### src/rtl/requant_pkg.sv
// requant_pkg: widths, pixel limits and lane saturation shared by the requant packer
package requant_pkg;
   localparam int SUM_W = 32;
   localparam int PIX_W = 8;
   localparam int PIX_MAX = 127;
   localparam int PIX_MIN = -128;
   function automatic logic signed [PIX_W-1:0] lane_sat(input logic signed [SUM_W:0] v);
      return v > (SUM_W+1)'(PIX_MAX) ? PIX_W'(PIX_MAX) :
             v < (SUM_W+1)'(PIX_MIN) ? PIX_W'(PIX_MIN) : v[PIX_W-1:0];
   endfunction
endpackage

### src/rtl/requant_packer_if.sv
// requant_packer_if: sum beats in, packed pixel vectors out with valid/ready
interface requant_packer_if #(parameter int NUM_TREES = 2);
   import requant_pkg::*;
   logic                       sums_valid;
   logic [SUM_W*NUM_TREES-1:0] sums_in;
   logic                       out_valid;
   logic                       out_ready;
   logic [PIX_W*NUM_TREES-1:0] pixel_vector_out;
   modport master(output sums_valid, sums_in, out_ready, input out_valid, pixel_vector_out);
   modport slave(input sums_valid, sums_in, out_ready, output out_valid, pixel_vector_out);
endinterface

### src/rtl/requant_fifo.sv
// requant_fifo: show-ahead FIFO; push while full is accepted only when a pop frees a slot
module requant_fifo #(
   parameter int DEPTH = 4,
   parameter int WIDTH = 16
) (
   input  logic             clock,
   input  logic             reset,
   input  logic             push,
   input  logic             pop,
   input  logic [WIDTH-1:0] wdata,
   output logic [WIDTH-1:0] rdata,
   output logic             full,
   output logic             empty
);
   localparam int AW = $clog2(DEPTH);
   logic [WIDTH-1:0] mem [DEPTH];
   logic [AW:0] wr_ptr, rd_ptr;
   logic do_push, do_pop;
   assign empty = wr_ptr == rd_ptr;
   assign full = (wr_ptr ^ rd_ptr) == {1'b1, {AW{1'b0}}};
   assign do_pop = pop && !empty;
   assign do_push = push && (!full || do_pop);
   assign rdata = empty ? '0 : mem[rd_ptr[AW-1:0]];
   // pointer update; the extra msb tells full from empty
   always_ff @(posedge clock or negedge reset) begin
      if (!reset) begin
         wr_ptr <= '0;
         rd_ptr <= '0;
      end else begin
         if (do_push) wr_ptr <= wr_ptr + 1'b1;
         if (do_pop) rd_ptr <= rd_ptr + 1'b1;
      end
   end
   // storage needs no reset: empty masks the read port
   always_ff @(posedge clock) begin
      if (do_push) mem[wr_ptr[AW-1:0]] <= wdata;
   end
endmodule

### src/rtl/requant_packer.sv
// requant_packer: drop edge windows, round/shift/saturate sums to int8, queue packed vectors (RELU_EN clamps negatives)
module requant_packer import requant_pkg::*; #(
   parameter int NUM_TREES  = 2,
   parameter int IMG_WIDTH  = 8,
   parameter int IMG_HEIGHT = 8,
   parameter int KERNEL_DIM = 4,
   parameter int SHIFT      = 4,
   parameter int FIFO_DEPTH = 4
) (
   input  logic             clock,
   input  logic             reset,
   requant_packer_if.slave  bus,
   output logic             frame_done,
   output logic             overflow
);
   localparam int CW = IMG_WIDTH > 1 ? $clog2(IMG_WIDTH) : 1;
   localparam int RW = IMG_HEIGHT > 1 ? $clog2(IMG_HEIGHT) : 1;
   localparam int VW = PIX_W * NUM_TREES;
   localparam logic signed [SUM_W:0] RND =
      SHIFT > 0 ? (SUM_W+1)'(1) << (SHIFT > 0 ? SHIFT - 1 : 0) : '0;
   logic [CW-1:0] col;
   logic [RW-1:0] row;
   logic last_col, last_row, keep, stg_valid, full, empty, pop;
   logic [VW-1:0] quant, stg_data;
   assign last_col = col == CW'(IMG_WIDTH - 1);
   assign last_row = row == RW'(IMG_HEIGHT - 1);
   assign keep = bus.sums_valid && int'(col) >= KERNEL_DIM - 1 && int'(row) >= KERNEL_DIM - 1;
   assign pop = bus.out_valid && bus.out_ready;
   assign bus.out_valid = !empty;
   for (genvar t = 0; t < NUM_TREES; t++) begin : g_lane
      logic signed [SUM_W:0] r, q;
      logic signed [PIX_W-1:0] s;
      assign r = $signed({bus.sums_in[SUM_W*t+SUM_W-1], bus.sums_in[SUM_W*t +: SUM_W]}) + RND;
      assign q = r >>> SHIFT;
      assign s = lane_sat(q);
`ifdef RELU_EN
      assign quant[PIX_W*t +: PIX_W] = s[PIX_W-1] ? '0 : s;
`else
      assign quant[PIX_W*t +: PIX_W] = s;
`endif
   end
   // raster position of the incoming beat; dropped beats still advance it
   always_ff @(posedge clock or negedge reset) begin
      if (!reset) begin
         col <= '0;
         row <= '0;
      end else if (bus.sums_valid) begin
         col <= last_col ? '0 : col + 1'b1;
         row <= last_col ? (last_row ? '0 : row + 1'b1) : row;
      end
   end
   // quantize stage, end-of-frame pulse and sticky drop flag
   always_ff @(posedge clock or negedge reset) begin
      if (!reset) begin
         stg_valid <= 1'b0;
         stg_data <= '0;
         frame_done <= 1'b0;
         overflow <= 1'b0;
      end else begin
         stg_valid <= keep;
         if (keep) stg_data <= quant;
         frame_done <= bus.sums_valid && last_col && last_row;
         if (stg_valid && full && !pop) overflow <= 1'b1;
      end
   end
   requant_fifo #(.DEPTH(FIFO_DEPTH), .WIDTH(VW)) u_fifo (
      .clock(clock),
      .reset(reset),
      .push(stg_valid),
      .pop(pop),
      .wdata(stg_data),
      .rdata(bus.pixel_vector_out),
      .full(full),
      .empty(empty)
   );
endmodule

### src/flat_wrapper.sv
// flat-port wrapper written by rule: the top's interface ports become plain ports
module requant_packer_flat import requant_pkg::*;
#(
   parameter int NUM_TREES  = 2,
   parameter int IMG_WIDTH  = 8,
   parameter int IMG_HEIGHT = 8,
   parameter int KERNEL_DIM = 4,
   parameter int SHIFT      = 4,
   parameter int FIFO_DEPTH = 4
)
  (clock, reset, frame_done, overflow, bus_sums_valid, bus_sums_in, bus_out_ready, bus_out_valid, bus_pixel_vector_out);
  requant_packer_if #(.NUM_TREES(NUM_TREES)) bus_i ();
  input  logic clock;
  input  logic reset;
  output logic frame_done;
  output logic overflow;
  input wire logic [$bits(bus_i.sums_valid)-1:0] bus_sums_valid;
  input wire logic [$bits(bus_i.sums_in)-1:0] bus_sums_in;
  input wire logic [$bits(bus_i.out_ready)-1:0] bus_out_ready;
  output wire logic [$bits(bus_i.out_valid)-1:0] bus_out_valid;
  output wire logic [$bits(bus_i.pixel_vector_out)-1:0] bus_pixel_vector_out;
  assign bus_i.sums_valid = bus_sums_valid;
  assign bus_i.sums_in = bus_sums_in;
  assign bus_i.out_ready = bus_out_ready;
  assign bus_out_valid = bus_i.out_valid;
  assign bus_pixel_vector_out = bus_i.pixel_vector_out;
  requant_packer #(.NUM_TREES(NUM_TREES), .IMG_WIDTH(IMG_WIDTH), .IMG_HEIGHT(IMG_HEIGHT), .KERNEL_DIM(KERNEL_DIM), .SHIFT(SHIFT), .FIFO_DEPTH(FIFO_DEPTH)) u_core (.clock(clock), .reset(reset), .bus(bus_i), .frame_done(frame_done), .overflow(overflow));
endmodule
### config.mk
export PLATFORM = sky130hd
export DESIGN_NAME = requant_packer_flat
export DESIGN_NICKNAME = d
export VERILOG_FILES = /design/src/rtl/requant_pkg.sv /design/src/rtl/requant_packer_if.sv /design/src/rtl/requant_fifo.sv /design/src/rtl/requant_packer.sv /design/src/flat_wrapper.sv
export SDC_FILE = /design/constraint.sdc
export NUM_CORES = 1
export LEC_CHECK = 0
export ABC_AREA = 0
export CAP_MARGIN = 20
export CELL_PAD_IN_SITES_DETAIL_PLACEMENT = 2
export CELL_PAD_IN_SITES_GLOBAL_PLACEMENT = 2
export CORE_MARGIN = 2
export CORE_UTILIZATION = 33
export CTS_BUF_LIST = sky130_fd_sc_hd__clkbuf_8
export CTS_CLUSTER_DIAMETER = 150
export CTS_CLUSTER_SIZE = 28
export DETAILED_ROUTE_END_ITERATION = 7
export PLACE_DENSITY = 0.75
export RECOVER_POWER = 100
export SLEW_MARGIN = 20
export SYNTH_ARGS = -nofsm -noshare
export SYNTH_HDL_FRONTEND = slang
export SYNTH_SLANG_ARGS = --single-unit
### constraint.sdc
create_clock -name clock -period 2.45 [get_ports clock]
set_input_delay 0.245 -clock clock [delete_from_list [all_inputs] [get_ports clock]]
set_output_delay 0.245 -clock clock [all_outputs]
set_load 0.05 [all_outputs]
==> run metrics <==
status complete, but fails checks; failing checks max-capacitance violations, max-slew violations; die width 135 µm; total grt overflow 0; ys async rst share 32.6%; dpl hpwl 15.8 mm; Pre-antenna DRT Iters 4; CTS tree yes; CTS sink cnt 95; synth unique cells 70; Worst Setup End Kind flip-flop; core region area 0.0166 mm²; Arr. time, crit path 2.68 ns; grt met2 use 42.3%; Post-Synth XOR/XNOR Area 4.64%; Pwr Density 876 mW/mm²; Final Total Pwr 7270 µW; Max Cap Violations 1; Nets 819; final instance area 0.00831 mm²; Skew-Pair Late Insertion Delay 0.36 ns; # fillers 1677; GPL Wtd Cong 0.916; syn nets 590; die footprint 0.0182 mm²; Multi-input gate area 0.00311 mm²; GRT Util Overall 22.3%; register area share after synthesis 47.7%; Slew HR -25.6%; combinational family with the most area after synthesis simple AND/OR/NAND/NOR gates; unrepaired setup endpoints after global routing yes; final cell count without fillers 964; CP Class input port to flip-flop; port buffer count 80; area added between synthesis and finish 46.9%; initial antenna violation count 1; CP max-delay cell o41ai_4; fraction of layout cells with a size suffix above 1 36.5%; met1 Use GR 27.2%; busiest grt layer met2; Least-Margin Pin Slew 1.88 ns; Cells after DPL 933; Die Y 135 µm; Gate Count Post-Synth 509; Period minus WS final 2.44 ns; Initial Util 34.0%; Worst IR Drop VDD 0.840 mV; # setup viols final 0; WP data required 2.69 ns; Routed WL 20.6 mm; Rows 47; largest net degree at the start of global routing 32; YS warnings 0; Cell Area, Placed 0.00773 mm²; fmax 0.410 GHz; CTS Buffer Depth 2; clk_skew 0.0152 ns; crit-path max cell delay 0.45 ns; simple-gate area share of the yosys netlist 22.7%; hold crit path type input port to flip-flop; top_reg_cell synth edfxtp_1; Adder-Cell Fraction of Synth Area 2.88%; Slew Limit Fails 32; post-DR vias/cell 5.38; clock slew at reported path FFs 0.09 ns; Post-synth EDFFs 64; M3 GR Usage 2.18%; H-tree depth 3; Netlist Area Pre-Place 0.00566 mm²; mux share of post-synthesis cell area 8.29%; I/O pin cnt 87; critical-path cell list dlygate4sd2_1, ha_2, nand4_1, buf_6, buf_4, nor4_4, buf_4, buf_4, a211o_1, o21ai_1, nand4_1, o41ai_4, buf_6, a22oi_1; TritonCTS Buffers 9; DRC viols 0; post-DR wirelength/cell 21.3 µm; dpl ws -0.791 ns; sequential cell area 0.00270 mm²; FF+latch count, synth 95; Pleak 0.00333 µW; via count 5188; vias in the first global route 5797; CP Launch Type input port; Initial DRC Count 243; Fin. Hold Viols 0; Routed Antenna Nets 0; post-route setup slack 0.0108 ns; worst-path fanout max 6; Avg Cell Area, Syn 11.1 µm²; CP most frequent cell buf_4; root cell of the clock tree clkbuf_8; Synth Area in Compound Gates 11.3%; Tcrit/Tclk final 99.6%; first-pass GRT wire length 31.4 mm
## flip-flops by register name, indices dropped and copies added (netlist names), 3 cells and up
name,flops
u_core.col,3
u_core.u_fifo.rd_ptr,3
u_core.u_fifo.wr_ptr,3
u_core.row,3
u_core.stg_data,16
u_core.u_fifo.mem,64
## power by group
| part | internal [µW] | leakage (µW) | switching, µW |
|---|---|---|---|
| combinational | 1410 | 0.00225 | 2200 |
| sequential | 2250 | 0.000969 | 349 |
| clock | 562 | 0.000113 | 512 |
| total | 4220 | 0.00333 | 3060 |
## critical path: cells and delay by family
kind | cells | cell delay, ns
AOI/OAI and AO/OA | 4 | 0.93
adders and majority gates | 1 | 0.19
buffers and inverters | 6 | 0.98
and+or+nand+nor | 3 | 0.33
## final timing paths
path | end | slack, ns | depth (start not counted) | start
worst max register to register | u_core.stg_data[11] | 0.18 | 11 | u_core.row[1]
min in group asynchronous | u_core.u_fifo.rd_ptr[0] | 0.94 | 2 | reset
worst max-delay path | u_core.stg_data[1] | 0.01 | 14 | bus_sums_in[4]
worst min register to register | u_core.overflow | 0.49 | 1 | u_core.overflow
max in group asynchronous | u_core.stg_data[9] | 0.43 | 2 | reset
worst min-delay path | u_core.stg_data[8] | 0.49 | 4 | bus_sums_in[35]
## synthesized netlist by cell type, drive strengths merged, types with 15 or more instances
library cell   n  area, µm²
clkbuf        16       61.3
dfrtp         31        776
edfxtp        64       1920
inv           15       56.3
mux4          16        360
nand2         47        176
nand3         25        130
nand4         26        184
nor2          23       86.3
nor2b         19        119
nor4          15        130
o21ai         18       93.8
xnor2         16        140
## through the flow
stage / util, % / setup TNS, ns / hold WS [ns]
after floorplan: - / -0.0749 / -0.0506
after global placement: 46.4 / -6.76 / 0.446
after detailed placement: 46.4 / -9.06 / 0.481
after CTS: 48.8 / 0 / 0.296
after global routing: 49.9 / -0.620 / 0.491
final: 49.9 / 0 / 0.491
## layout by cell type (no fill, tap or decap), types with 7 or more instances in the layout
cell type / synthesis / final
a21oi_1: 9 / 8
a31oi_1: 8 / 7
and3_1: 14 / 13
buf_4: 0 / 158
clkbuf_8: 0 / 9
clkdlybuf4s50_1: 0 / 45
dfrtp_1: 31 / 31
dlygate4sd2_1: 0 / 14
edfxtp_1: 64 / 64
ha_1: 13 / 11
inv_1: 15 / 18
mux4_2: 16 / 16
nand2_1: 47 / 46
nand3_1: 24 / 22
nand4_1: 24 / 24
nor2_1: 23 / 20
nor2b_1: 19 / 17
nor3_1: 11 / 8
nor4_2: 1 / 7
o21ai_0: 17 / 16
xnor2_1: 16 / 16
xor2_1: 14 / 12
## cell type report
class                   count  share of cell area [%]
well taps                 220                    3.31
clock buffers               9                    1.49
diodes                      1                  0.0301
clock inverters             7                    1.01
inverters                  16                   0.723
flip-flops and latches     95                    32.5
multi-input cells         378                    37.4
repair buffers            238                    23.5
## per-layer routing
metal / vias to the layer above / routed length, µm
li1: 2443 / -
met1: 2625 / 8690
met2: 102 / 11100
met3: 18 / 553
met4: 0 / 218
met5: - / 0
## cells by family (layout without fill, tap and decap cells)
kind of cell / after synthesis / in the layout
adders and majority gates: 13 / 13
AOI/OAI and AO/OA: 87 / 87
and+or+nand+nor: 222 / 222
muxes: 26 / 26
xor gates and xnor gates: 30 / 30
DFF: 95 / 95
buffers and inverters: 36 / 270
other: 0 / 1
## what timing repair did
item	in CTS	in global routing
endpoints found under the setup margin	14	14
gates resized for setup	43	32
pin swaps	13	15
setup buffers	8	6
hold buffers	0	0
No activity file was read; power rests on OpenSTA's default activity.
